[src/rtl/instr_fetch_unit.sv]
`default_nettype none
// ============================================================================
// Module   : instr_fetch_unit
// Brief    : Single-entry tagged instruction buffer with a req/ack bus refill
//            path. Freezes the PC while a refill is outstanding.
// Revision : 1.0 - initial release
// ============================================================================
module instr_fetch_unit #(
    parameter int          TIMEOUT_CYCLES = 255,
    parameter logic [31:0] NOP_INSTR      = 32'h0000_0013
) (
    input  logic        clk,
    input  logic        rst,
    input  logic        fetch_en,
    input  logic [31:0] fetch_addr,
    input  logic        flush,
    output logic        bus_req,
    output logic [31:0] bus_addr,
    input  logic        bus_ack,
    input  logic [31:0] bus_rdata,
    output logic [31:0] instruction,
    output logic        instr_valid,
    output logic        freeze,
    output logic        fetch_error
);

    localparam int c_CNT_W = $clog2(TIMEOUT_CYCLES + 1);
    localparam logic [c_CNT_W-1:0] c_CNT_LAST = c_CNT_W'(TIMEOUT_CYCLES - 1);
    localparam logic [c_CNT_W-1:0] c_CNT_ONE  = c_CNT_W'(1);

    localparam logic [1:0] c_ST_IDLE = 2'd0;
    localparam logic [1:0] c_ST_REQ  = 2'd1;
    localparam logic [1:0] c_ST_DONE = 2'd2;

    logic [1:0]         r_state;
    logic [31:0]        r_tag;
    logic               r_tag_valid;
    logic [31:0]        r_buffer;
    logic [31:0]        r_req_addr;
    logic               r_flushed;
    logic [c_CNT_W-1:0] r_cnt;
    logic               r_to_err;

    logic [1:0]         w_state_nxt;
    logic [31:0]        w_tag_nxt;
    logic               w_tag_valid_nxt;
    logic [31:0]        w_buffer_nxt;
    logic [31:0]        w_req_addr_nxt;
    logic               w_flushed_nxt;
    logic [c_CNT_W-1:0] w_cnt_nxt;
    logic               w_to_err_nxt;
    logic               w_aligned;
    logic               w_hit;
    logic               w_flush_seen;

    assign w_aligned    = (fetch_addr[1:0] == 2'b00);
    assign w_hit        = r_tag_valid && (r_tag == fetch_addr);
    assign w_flush_seen = r_flushed | flush;
    assign bus_addr     = r_req_addr;

    always_ff @(posedge clk or posedge rst) begin
        if (rst) begin
            r_state     <= c_ST_IDLE;
            r_tag       <= 32'h0;
            r_tag_valid <= 1'b0;
            r_buffer    <= 32'h0;
            r_req_addr  <= 32'h0;
            r_flushed   <= 1'b0;
            r_cnt       <= '0;
            r_to_err    <= 1'b0;
        end else begin
            r_state     <= w_state_nxt;
            r_tag       <= w_tag_nxt;
            r_tag_valid <= w_tag_valid_nxt;
            r_buffer    <= w_buffer_nxt;
            r_req_addr  <= w_req_addr_nxt;
            r_flushed   <= w_flushed_nxt;
            r_cnt       <= w_cnt_nxt;
            r_to_err    <= w_to_err_nxt;
        end
    end

    always_comb begin
        w_state_nxt     = r_state;
        w_tag_nxt       = r_tag;
        w_tag_valid_nxt = r_tag_valid;
        w_buffer_nxt    = r_buffer;
        w_req_addr_nxt  = r_req_addr;
        w_flushed_nxt   = r_flushed;
        w_cnt_nxt       = r_cnt;
        w_to_err_nxt    = r_to_err;
        bus_req         = 1'b0;
        instruction     = r_buffer;
        instr_valid     = 1'b0;
        freeze          = 1'b0;
        fetch_error     = 1'b0;

        case (r_state)
            c_ST_IDLE: begin
                w_flushed_nxt = 1'b0;
                if (flush) begin
                    w_tag_valid_nxt = 1'b0;
                end else if (fetch_en) begin
                    if (!w_aligned) begin
                        instruction = NOP_INSTR;
                        instr_valid = 1'b1;
                        fetch_error = 1'b1;
                    end else if (w_hit) begin
                        instr_valid = 1'b1;
                    end else begin
                        freeze         = 1'b1;
                        w_req_addr_nxt = fetch_addr;
                        w_cnt_nxt      = '0;
                        w_state_nxt    = c_ST_REQ;
                    end
                end
            end

            c_ST_REQ: begin
                bus_req       = 1'b1;
                freeze        = 1'b1;
                w_flushed_nxt = w_flush_seen;
                if (flush) begin
                    w_tag_valid_nxt = 1'b0;
                end
                // An ack in the final timeout cycle still completes the fetch.
                if (bus_ack) begin
                    if (w_flush_seen) begin
                        w_tag_valid_nxt = 1'b0;
                        w_flushed_nxt   = 1'b0;
                        w_state_nxt     = c_ST_IDLE;
                    end else begin
                        w_buffer_nxt    = bus_rdata;
                        w_tag_nxt       = r_req_addr;
                        w_tag_valid_nxt = 1'b1;
                        w_state_nxt     = c_ST_DONE;
                    end
                end else if (r_cnt == c_CNT_LAST) begin
                    w_tag_valid_nxt = 1'b0;
                    if (w_flush_seen) begin
                        // Nobody is waiting for a flushed fetch; drop it quietly.
                        w_flushed_nxt = 1'b0;
                        w_state_nxt   = c_ST_IDLE;
                    end else begin
                        w_buffer_nxt = NOP_INSTR;
                        w_to_err_nxt = 1'b1;
                        w_state_nxt  = c_ST_DONE;
                    end
                end else begin
                    w_cnt_nxt = r_cnt + c_CNT_ONE;
                end
            end

            c_ST_DONE: begin
                instr_valid  = 1'b1;
                fetch_error  = r_to_err;
                w_to_err_nxt = 1'b0;
                w_state_nxt  = c_ST_IDLE;
                if (flush) begin
                    w_tag_valid_nxt = 1'b0;
                end
            end

            default: begin
                w_state_nxt = c_ST_IDLE;
            end
        endcase
    end

endmodule
`default_nettype wire
[config.mk]
export PLATFORM = sky130hd
export DESIGN_NAME = instr_fetch_unit
export DESIGN_NICKNAME = d
export VERILOG_FILES = /design/src/rtl/instr_fetch_unit.sv
export SDC_FILE = /design/constraint.sdc
export NUM_CORES = 1
export LEC_CHECK = 0
export ABC_AREA = 1
export CORE_AREA = 2 2 107 109
export DETAILED_ROUTE_END_ITERATION = 12
export DIE_AREA = 0 0 109 111
export DONT_BUFFER_PORTS = 1
export HOLD_SLACK_MARGIN = 0.02
export PLACE_DENSITY = 0.68
export SLEW_MARGIN = 20
export SYNTH_ARGS = -nofsm -noshare
export SYNTH_HDL_FRONTEND = slang
export SYNTH_SLANG_ARGS = --single-unit
[constraint.sdc]
create_clock -name clk -period 4.63 [get_ports clk]
set_input_delay 0.6945 -clock clk [delete_from_list [all_inputs] [get_ports clk]]
set_output_delay 0.6945 -clock clk [all_outputs]
set_load 0.01 [all_outputs]
# [Yosys cells after proc, flatten, opt, wreduce, memory -nomap -nowiden]
# Index checks and enable logic that the tools add are counted.
[op_classes] eq_ne=13 n_mux=50 add_sub_neg=1 bitwise_logic=4 n_reduce_logical=14
[op_table] op="32-bit two-way mux" count=8
[op_table] op="8-bit two-way mux" count=6
[op_table] op="32-bit == test" count=1
[op_table] op="1-bit two-way mux" count=21
[op_table] op="2-bit inequality test, second input constant" count=8
[op_table] op="8-bit case mux with 2 select lines" count=1
[op_table] op="2-bit two-way mux" count=7
[op_table] op="1-bit case mux with 2 select lines" count=6
[op_table] op="5-bit AND reduction" count=2
[op_table] op="8-bit by 1-bit adder with 8-bit output, second input constant" count=1
[op_table] op="8-bit == test, second input constant" count=1
[op_table] op="2-bit nonzero test" count=4
[op_table] op="7-bit AND reduction" count=1
[op_table] op="3-bit AND reduction" count=2
[op_table] op="2-bit zero test" count=2
[op_table] op="2-bit case mux with 2 select lines" count=1
[op_table] op="4-bit AND reduction" count=1
[op_table] op="3-bit inequality test, second input constant" count=1
[op_table] op="1-bit NOT" count=3
[op_table] op="2-bit by 1-bit == test with 1-bit output, second input constant" count=1
[op_table] op="2-bit == test, second input constant" count=1
[op_table] op="2-bit OR reduction" count=1
[op_table] op="1-bit logical AND" count=1
[op_table] op="1-bit bitwise OR" count=1
[totals] word_cells=90 register_bits=109

# [Logic depth before layout (Yosys ltp)]
# Gate-level depths: netlist of the first run.
[logic_depth] ltp_word=7 depth_mapped=13 mapped_depth_nobuf=12

# [Least setup slack after synthesis of the first run]
# Ideal clock, no wire load.
[synth_path] path_type="input to output" startpoint="in fetch_addr[8]" endpoint="out freeze" required_ps=3936 arrival_ps=1686 path_buffers=1 slack_ps=2249 cell_stages=12 path_cell_list="inv_1 > nand2_1 > nand2_1 > nor2_1 > nand2_1 > nor2_1 > nand2_1 > nor2_1 > nand2_1 > nand3_2 > buf_4 > nand2_1"
[synth_between] elab_chain_len=7
[synth_lines] item="from (decl)" line="15" source="input logic [31:0] fetch_addr,"
[synth_lines] item="32-bit == test" line="57" source="assign w_hit = r_tag_valid && (r_tag == fetch_addr);"
[synth_lines] item="1-bit logical AND" line="57"
[synth_lines] item="1-bit two-way mux" line="108" source="end else if (w_hit) begin"
[synth_lines] item="1-bit two-way mux" line="104" source="if (!w_aligned) begin"
[synth_lines] item="1-bit two-way mux" line="103" source="end else if (fetch_en) begin"
[synth_lines] item="1-bit two-way mux" line="101" source="if (flush) begin"
[synth_lines] item="1-bit case mux with 2 select lines" line="98" source="case (r_state)"
[synth_lines] item="to (decl)" line="23" source="output logic freeze,"
# Every way passes these cells.

# [Worst setup path in the final report of the first run]
[layout_path] startpoint="reg r_state[0]" endpoint="out instruction[16]"
[layout_between] elab_chain_len=2
[layout_lines] item="from (decl)" line="35" source="logic [1:0] r_state;"
[layout_lines] item="from (signal assigned)" line="63" source="r_state <= c_ST_IDLE;"
[layout_lines] item="from (signal assigned)" line="72" source="r_state <= w_state_nxt;"
[layout_lines] item="2-bit zero test" line="98"
[layout_lines] item="32-bit two-way mux" line="98"
[layout_lines] item="to (decl)" line="21" source="output logic [31:0] instruction,"
# Every way passes these cells.

==> run metrics, run 1 <==
status=finished clean; Critical Path Max Stage Delay=660 ps; layout overhead on the synthesized area=6.87%; crit path max-delay cell type=inv_1; worst r2r src=r_state[1]; clk slew on worst S/H paths=70 ps; core area=11100 um2; synthesized cell area=5350 um2; final instance area=5720 um2; Synth Warn #=0; GP Congestion=0.802; Top Ports=137; syn_area_per_cell=8.15 um2; worst skew pair latency=350 ps; initial core utilization=0.483; LEAKAGE=3.00 nW; worst path bufs/invs=2; CTS buffer count=9; post-synthesis sequential area ratio=0.510; Clock Tree Buf Depth=2; register area=2730 um2; WS Path Type=reg2out; IO buf count=0; Die H=111 um; dpl cell area=5400 um2; Rel. slew slack=0.363; Simple-Gate Fraction of Synth Area=0.270; total global routing overflow=0; Yosys reg bits=109; reg2reg end=r_tag[31]; drt total wl=12100 um; CP Depth=5; antenna violations before repair=0; Final HPWL DP=8420 um; Avg WL per Cell=15.4 um; worst-path cell chain=nor4_4 -> buf_4 -> o21ai_1 -> inv_1 -> nor2_1; Clk pwr share=0.236; Routed Antenna Nets=0; first drt pass iteration count=4; syn nets=728; largest family of logic cells by synthesized area=simple AND/OR/NAND/NOR gates; Compound-Gate Fraction of Synth Area=0.0669; sw frac=0.374; Vias=4202; P_sw=0.00134 W; die width=109 um; hold crit path type=in2async; Final TNS setup=0 ps; drt initial violations=168; Crit path max-delay family=buffers and inverters; first-pass GRT wire length=19900 um; htree depth=3; final hold violations=0; post-synthesis adder-cell area fraction=0.00468; num rows=39; crit path DAT=2660 ps; cell depth of the worst flop-to-flop path=7; Post-CTS Resized=0; highest clock rate=0.298 GHz; Max VDD drop=0.371 mV; RSZ-0062 raised after global routing=no; max_cap viols=0; # fillers=996; clk_skew=9.76 ps; nets@finish=713; Tcrit/Tclk final=0.725; Gate power share=0.291; die footprint=12100 um2; largest net degree at the start of global routing=66; P_int=0.00224 W; Yosys cell types=30; min cycle time layout=3360 ps; ANT cells=0; clock tree from TritonCTS=built; register-to-register setup slack=1640 ps; clock sink total=109; cell area power density=626 nW/um2; root buf cell=clkbuf_16; post-synthesis cell count=657; Setup-failing EPs final=0; Final Util=0.516; post-synthesis mux area share=0.0337; CP Launch Type=flip-flop; share of cells above drive strength 1=0.0742; Vias/cell=5.32; # Post-CTS Setup Buffers=0; Worst-Margin Slew=953 ps; CTS Hold Bufs=0; sequential group share of total power=0.473; total track usage=0.209; post-synthesis xor/xnor area fraction=0.0164; crit-path max FO=32; Multi-input gate area=2100 um2; number of global-route vias before repair=4110; DRC Markers=0; crit end category=primary output; WP data required=3940 ps; total power=0.00358 W; Slew Viols, Final=0
==> worst register-to-register path, cell delays in order (launching register included) <==
cell and delay [ps]:
dfrtp_1 520, nor2_4 300, inv_2 130, nor2_4 560, nand2_2 750, buf_4 470
nor2_1 130, a21oi_2 40
==> power groups by stage <==
stage          Combinational (W)  Clock [W]  Sequential, W
2_1_floorplan           0.000895          0        0.00163
4_1_cts                  0.00106   0.000861        0.00170
5_1_grt                  0.00121   0.000906        0.00175
3_5_place_dp             0.00106          0        0.00171
3_3_place_gp             0.00102          0        0.00169
6_report                 0.00104   0.000845        0.00169
==> cell families (layout without fill, tap and decap cells) <==
kind of cell               after synthesis  after routing
DFF                                    109            109
and+or+nand+nor                        329            329
xor gates and xnor gates                10             10
muxes                                   12             12
AOI/OAI and AO/OA                       70             70
adders and majority gates                2              2
buffers and inverters                  125            115
==> sequential cells by signal, indices dropped and copies added, names as in the netlist <==
| register | count |
|---|---|
| bus_addr | 32 |
| r_buffer | 32 |
| r_cnt | 8 |
| r_flushed | 1 |
| r_state | 2 |
| r_tag | 32 |
| r_tag_valid | 1 |
| r_to_err | 1 |
==> cells in the final DEF, fill, tap and decap left out, drive strengths merged <==
master / instances
xor2: 3
nand4: 32
dfrtp: 109
nor2: 88
ha: 2
buf: 5
mux2: 12
clkinv: 3
clkbuf: 10
xnor2: 7
nor4: 1
bufinv: 2
or2: 2
a21oi: 30
nand2: 157
nand3: 46
o21ai: 38
o31ai: 1
inv: 94
a31oi: 1
nand3b: 1
nor3: 2
clkinvlp: 1
==> area by class of cell <==
class / count / share of cell area
clock buffer: 10 / 0.0418
timing repair buffer: 5 / 0.00656
inverter: 94 / 0.0621
tap: 143 / 0.0313
clock inverter: 6 / 0.0151
multi-input combinational: 423 / 0.366
sequential: 109 / 0.477
==> cell usage after synthesis (all sizes together) <==
library cell	count	area, um2
inv	94	353
o31ai	1	7.51
clkbuf	9	33.8
nand3b	1	7.51
buf	22	145
nor4	1	21.3
mux2	12	180
xnor2	7	61.3
or2	2	12.5
o21ai	38	190
ha	2	25.0
a21oi	30	154
xor2	3	26.3
nor2	88	345
nand4	32	200
nand2	157	594
a31oi	1	6.26
dfrtp	109	2730
nand3	46	240
nor3	2	21.3
==> metrics by stage <==
step | setup WS, ps | hold slack, ps | std cells
floorplan | 1060 | 450 | 657
global placement | 1460 | 467 | 774
detailed placement | 1400 | 466 | 774
CTS | 1220 | 410 | 790
global route | 1090 | 440 | 790
finish | 1270 | 368 | 790
==> worst max path at each step <==
stage / startpoint / endpoint / slack, ps
after floorplan: rst / bus_addr[0] / 1060
after global placement: fetch_en / instruction[7] / 1460
after detailed placement: fetch_en / instruction[5] / 1400
after CTS: r_state[0] / instruction[5] / 1220
after global routing: r_state[0] / instruction[11] / 1090
final: r_state[0] / instruction[16] / 1270
==> metal layers <==
layer / up-vias / track usage / share of wire
met5: - / 0 / 0
met4: 0 / 0.0718 / 0.015
met1: 2001 / 0.268 / 0.43
li1: 2041 / - / -
met2: 143 / 0.330 / 0.47
met3: 17 / 0.0676 / 0.084
(Power assumes the default switching activity.)
==> run 2: changes to the inputs <==
--- a/config.mk
+++ b/config.mk
@@ -11,7 +11,7 @@
 export DIE_AREA = 0 0 109 111
 export DONT_BUFFER_PORTS = 1
 export HOLD_SLACK_MARGIN = 0.02
-export PLACE_DENSITY = 0.68
+export PLACE_DENSITY = 0.7
 export SLEW_MARGIN = 20
 export SYNTH_ARGS = -nofsm -noshare
 export SYNTH_HDL_FRONTEND = slang
==> constraint.sdc (replaced) <==
create_clock -name clk -period 2.8 [get_ports clk]
set_input_delay 0.42 -clock clk [delete_from_list [all_inputs] [get_ports clk]]
set_output_delay 0.42 -clock clk [all_outputs]
set_load 0.01 [all_outputs]
==> run metrics, run 2 (same netlist as run 1, synthesis figures left out) <==
status=finished clean; min cycle time layout=2280 ps; # fillers=1008 (+1.2%); CP Launch Type=flip-flop; drt total wl=12400 um (+2.5%); worst setup path start=r_tag[20]; crit-path max FO=3 (-91%); Setup-failing EPs final=0 (unchanged); GRT met2 Usage=0.356 (+0.0253); antenna violations before repair=0 (unchanged); share of cells above drive strength 1=0.0795 (+0.00532); total global routing overflow=0 (unchanged); most common cell after layout, fill and taps aside=nand2_1; Clock Tree Buf Depth=2 (unchanged); clock sink total=109 (unchanged); ANT cells=0 (unchanged); initial core utilization=0.483 (unchanged); met1 Use GR=0.261 (-0.00684); Avg WL per Cell=15.6 um (+1.6%); GP Congestion=0.799 (-0.45%); max_cap viols=0 (unchanged); largest net degree at the start of global routing=78 (+18%); DRC Markers=0 (unchanged); die width=109 um (unchanged); num rows=39 (unchanged); crit path DAT=1860 ps (-800 ps); Rel. slew slack=0.534 (+0.171); register-to-register setup slack=840 ps (-800 ps); Post-CTS Resized=0 (unchanged); WP data required=2380 ps (-1560 ps); Slew Viols, Final=0 (unchanged); hold slack=45.2 ps (-323 ps); most frequent cells in the layout=nand2_1, dfrtp_1, inv_1; Die H=111 um (unchanged); first drt pass iteration count=5 (+1); die footprint=12100 um2 (unchanged); clk slew on worst S/H paths=70 ps (about the same); WS Path Type=reg2out; core area=11100 um2 (unchanged); total track usage=0.215 (+0.00644); Final Util=0.522 (+0.00565); worst skew pair latency=350 ps (about the same); LEAKAGE=3.03 nW (+0.98%); M3 GR Usage=0.0847 (+0.0170); Routed Antenna Nets=0 (unchanged); Final TNS setup=0 ps (unchanged); highest clock rate=0.439 GHz; total power=0.00590 W (+65%); clk_skew=8.71 ps (-1.06 ps); clock tree from TritonCTS=built; nets@finish=720 (+0.98%); root buf cell=clkbuf_16; GRT busiest layer=met2; Tcrit/Tclk final=0.814; htree depth=3 (unchanged); Max VDD drop=0.635 mV (+71%); CTS buffer count=9 (unchanged); Final HPWL DP=8700 um (+3.4%); cell area power density=1020 nW/um2 (+63%); first-pass GRT wire length=20400 um (+2.7%); RSZ-0062 raised after global routing=no; CTS Hold Bufs=0 (unchanged); drt initial violations=381 (+130%); layout overhead on the synthesized area=8.04%; crit end category=primary output; worst r2r src=r_state[1]; Vias=4217 (+0.36%); number of global-route vias before repair=4219 (+2.7%); IO buf count=0 (unchanged); Worst-Margin Slew=697 ps (-255 ps); Vias/cell=5.29 (-0.52%); final hold violations=0 (unchanged); # Post-CTS Setup Buffers=0 (unchanged); Top Ports=137 (unchanged); hold crit path type=in2async
[run 2: changes by cell type in the layout (fill, tap and decap cells not counted), sizes merged]
cell      change
inv           -1
clkinvlp      +1
clkbuf        +2
buf           +7
clkinv        -2
[run 2: per-stage QoR]
step	worst slack, ps	instance area [um2]	cells
after floorplan	946	5360	657
after global placement	866	5470	781
after detailed placement	824	5470	781
after CTS	489	5780	797
after global routing	352	5780	797
final	522	5780	797
[run 2: per-layer routing]
metal  vias up  wire length [um]  share of wire
met5         -                 0              0
met2       173              5910           0.47
met3        18              1190          0.095
met1      1984              5180           0.42
li1       2042                 -              -
met4         0               166          0.013
[run 2: area by class of cell]
type                            instances  area, um2  share of cell area
Tap cell                              143        179              0.0309
Clock buffer                           12        236              0.0409
Sequential cell                       109       2730               0.472
Inverter                               94        357              0.0617
Clock inverter                          4       72.6              0.0125
Timing Repair Buffer                   12        115              0.0199
Multi-Input combinational cell        423       2100               0.362
[run 2: path summary, 6_finish.rpt]
path | end | depth (start not counted)
max in group asynchronous | r_tag[30] | 2
worst max register to register | r_tag[24] | 6
worst max-delay path | freeze | 8
worst min-delay path | r_buffer[19] | 1
min in group clk | bus_addr[15] | 2
worst min register to register | r_flushed | 2
[run 2: worst max-delay path, cell delays in order, from the launching register on]
cell,delay (ps)
dfrtp_1,390
xor2_1,160
nor2_1,130
nand4_1,100
nor2_1,260
nand2_1,160
nand3_2,100
nand2_1,60
buf_4,140
[run 2: report_power, final]
group          switching, W  leakage (nW)  internal [W]
Sequential         0.000538          1.35       0.00226
Combinational       0.00110          1.53      0.000661
Clock              0.000555         0.147      0.000784
Total               0.00220          3.03       0.00370
==> run 3: changes to the inputs <==
--- a/config.mk
+++ b/config.mk
@@ -11,7 +11,7 @@
 export DIE_AREA = 0 0 109 111
 export DONT_BUFFER_PORTS = 1
 export HOLD_SLACK_MARGIN = 0.02
-export PLACE_DENSITY = 0.7
+export PLACE_DENSITY = 0.68
 export SLEW_MARGIN = 20
 export SYNTH_ARGS = -nofsm -noshare
 export SYNTH_HDL_FRONTEND = slang
==> constraint.sdc (replaced) <==
create_clock -name clk -period 2.12 [get_ports clk]
set_input_delay 0.318 -clock clk [delete_from_list [all_inputs] [get_ports clk]]
set_output_delay 0.318 -clock clk [all_outputs]
set_load 0.01 [all_outputs]
==> run metrics, run 3 (same netlist as run 1, synthesis figures left out) <==
status=complete, but fails checks; failing checks=negative hold slack; antenna violations before repair=0 (unchanged); number of global-route vias before repair=4176 (-1.0%); reg2reg end=r_buffer[28]; Tcrit/Tclk final=0.980; cell area power density=1340 nW/um2 (+31%); Vias/cell=5.23 (-1.2%); drt total wl=12300 um (-1.0%); total track usage=0.214 (-0.00157); layout overhead on the synthesized area=10.5%; Highest Signal Layer=met4; clock sink total=109 (unchanged); CP Launch Type=flip-flop; Vias=4219 (+0.047%); die width=109 um (unchanged); WS Path Type=reg2out; nets@finish=730 (+1.4%); most frequent cells in the layout=nand2_1, dfrtp_1, inv_1; Die H=111 um (unchanged); crit path max-delay cell type=dfrtp_1; crit end category=primary output; total global routing overflow=0 (unchanged); clock tree from TritonCTS=built; RSZ-0062 raised after global routing=yes; Avg WL per Cell=15.3 um (-2.3%); worst path bufs/invs=2 (+1); Setup-failing EPs final=0 (unchanged); GP Congestion=0.786 (-1.6%); first drt pass iteration count=4 (-1); Routed Antenna Nets=0 (unchanged); LEAKAGE=3.08 nW (+1.5%); Critical Path Sink=freeze; highest clock rate=0.481 GHz; worst r2r src=r_cnt[0]; crit-path max FO=3 (unchanged); core area=11100 um2 (unchanged); worst setup path start=r_tag[6]; final hold violations=10 (+10); crit path DAT=1760 ps (-100 ps); total power=0.00792 W (+34%); initial core utilization=0.483 (unchanged); htree depth=3 (unchanged); Worst-Margin Slew=584 ps (-113 ps); final worst slack=42.0 ps (-480 ps); pre-CTS setup slack=154 ps (-669 ps); ANT cells=0 (unchanged); Clock Tree Buf Depth=2 (unchanged); DRC Markers=0 (unchanged); worst-path cell chain=inv_2 -> nand2_1 -> nand2_1 -> nor2_2 -> nand2_1 -> nor2_1 -> nand2_1 -> nor2_2 -> nand2_2 -> nand3_2 -> nand2_2 -> buf_6; Final HPWL DP=8340 um (-4.2%); hold crit path type=in2async; clk_skew=8.42 ps (-0.284 ps); min cycle time layout=2080 ps; worst skew pair latency=360 ps (about the same); die footprint=12100 um2 (unchanged); num rows=39 (unchanged); Slew Viols, Final=0 (unchanged); CP Depth=12 (+4); share of cells above drive strength 1=0.116 (+0.0365); hold slack=-21.1 ps (-66.3 ps); max_cap viols=0 (unchanged); Top Ports=137 (unchanged); root buf cell=clkbuf_16; most common cell after layout, fill and taps aside=nand2_1; CTS Hold Bufs=0 (unchanged); IO buf count=0 (unchanged); Final Util=0.534 (+0.0120); first-pass GRT wire length=20100 um (-1.4%); most frequent CP cell=nand2_1; WP data required=1800 ps (-580 ps); M1 wire length=5090 um (-1.8%); Crit path max-delay family=simple AND/OR/NAND/NOR gates; CTS buffer count=9 (unchanged); clk slew on worst S/H paths=70 ps (about the same); WL met2=5820 um (-1.4%); cell depth of the worst flop-to-flop path=9 (+3); Critical Path Max Stage Delay=370 ps (-20 ps); drt initial violations=231 (-39%); met3 WL=1190 um (about the same); Rel. slew slack=0.610 (+0.0762); Max VDD drop=0.763 mV (+20%); register-to-register setup slack=240 ps (-600 ps); largest net degree at the start of global routing=110 (+41%)
-- run 3: cell count changes in the layout (fill, tap and decap cells not counted), sizes merged --
cell / delta
buf: +9
clkbuf: -3
clkinv: +2
clkinvlp: +2
-- run 3: stage by stage --
step | TNS, ps | area (um2) | instances
finish | 0 | 5920 | 807
global route | -245 | 5920 | 807
CTS | -11.9 | 5840 | 799
detailed placement | 0 | 5500 | 783
global placement | 0 | 5500 | 783
floorplan | 0 | 5360 | 657
-- run 3: metal layers --
metal  vias to the layer above  track usage
li1                       2065            -
met1                      1969        0.268
met2                       168        0.330
met5                         -            0
met3                        17       0.0876
met4                         0       0.0752
-- run 3: what timing repair did --
item                       in CTS  in global routing
resized for setup               4                 10
pin swaps                       0                 11
setup buffers                   0                  7
setup endpoints to repair      31                 61
gates cloned                    0                  1
-- run 3: area by class of cell --
cell class | instances | area, um2
fillers | 1007 | 5160
repair inverters | 1 | 7.51
flip-flops and latches | 109 | 2730
well taps | 143 | 179
repair buffers | 21 | 199
clock inverters | 7 | 98.8
multi-input cells | 423 | 2120
inverters | 94 | 360
clock buffers | 9 | 225
-- run 3: how the worst min path moves through the flow --
stage	startpoint	endpoint	slack (ps)	cells past startpoint
finish	rst	bus_addr[27]	-20	2
global route	rst	bus_addr[29]	40	2
CTS	rst	bus_addr[29]	30	2
detailed placement	rst	bus_addr[29]	420	2
global placement	rst	bus_addr[29]	410	2
floorplan	r_flushed	r_flushed	450	2
-- run 3: power by group --
part	switching [W]	internal, W
clock network	0.000784	0.00104
logic	0.00148	0.000931
registers	0.000705	0.00299
total	0.00297	0.00496
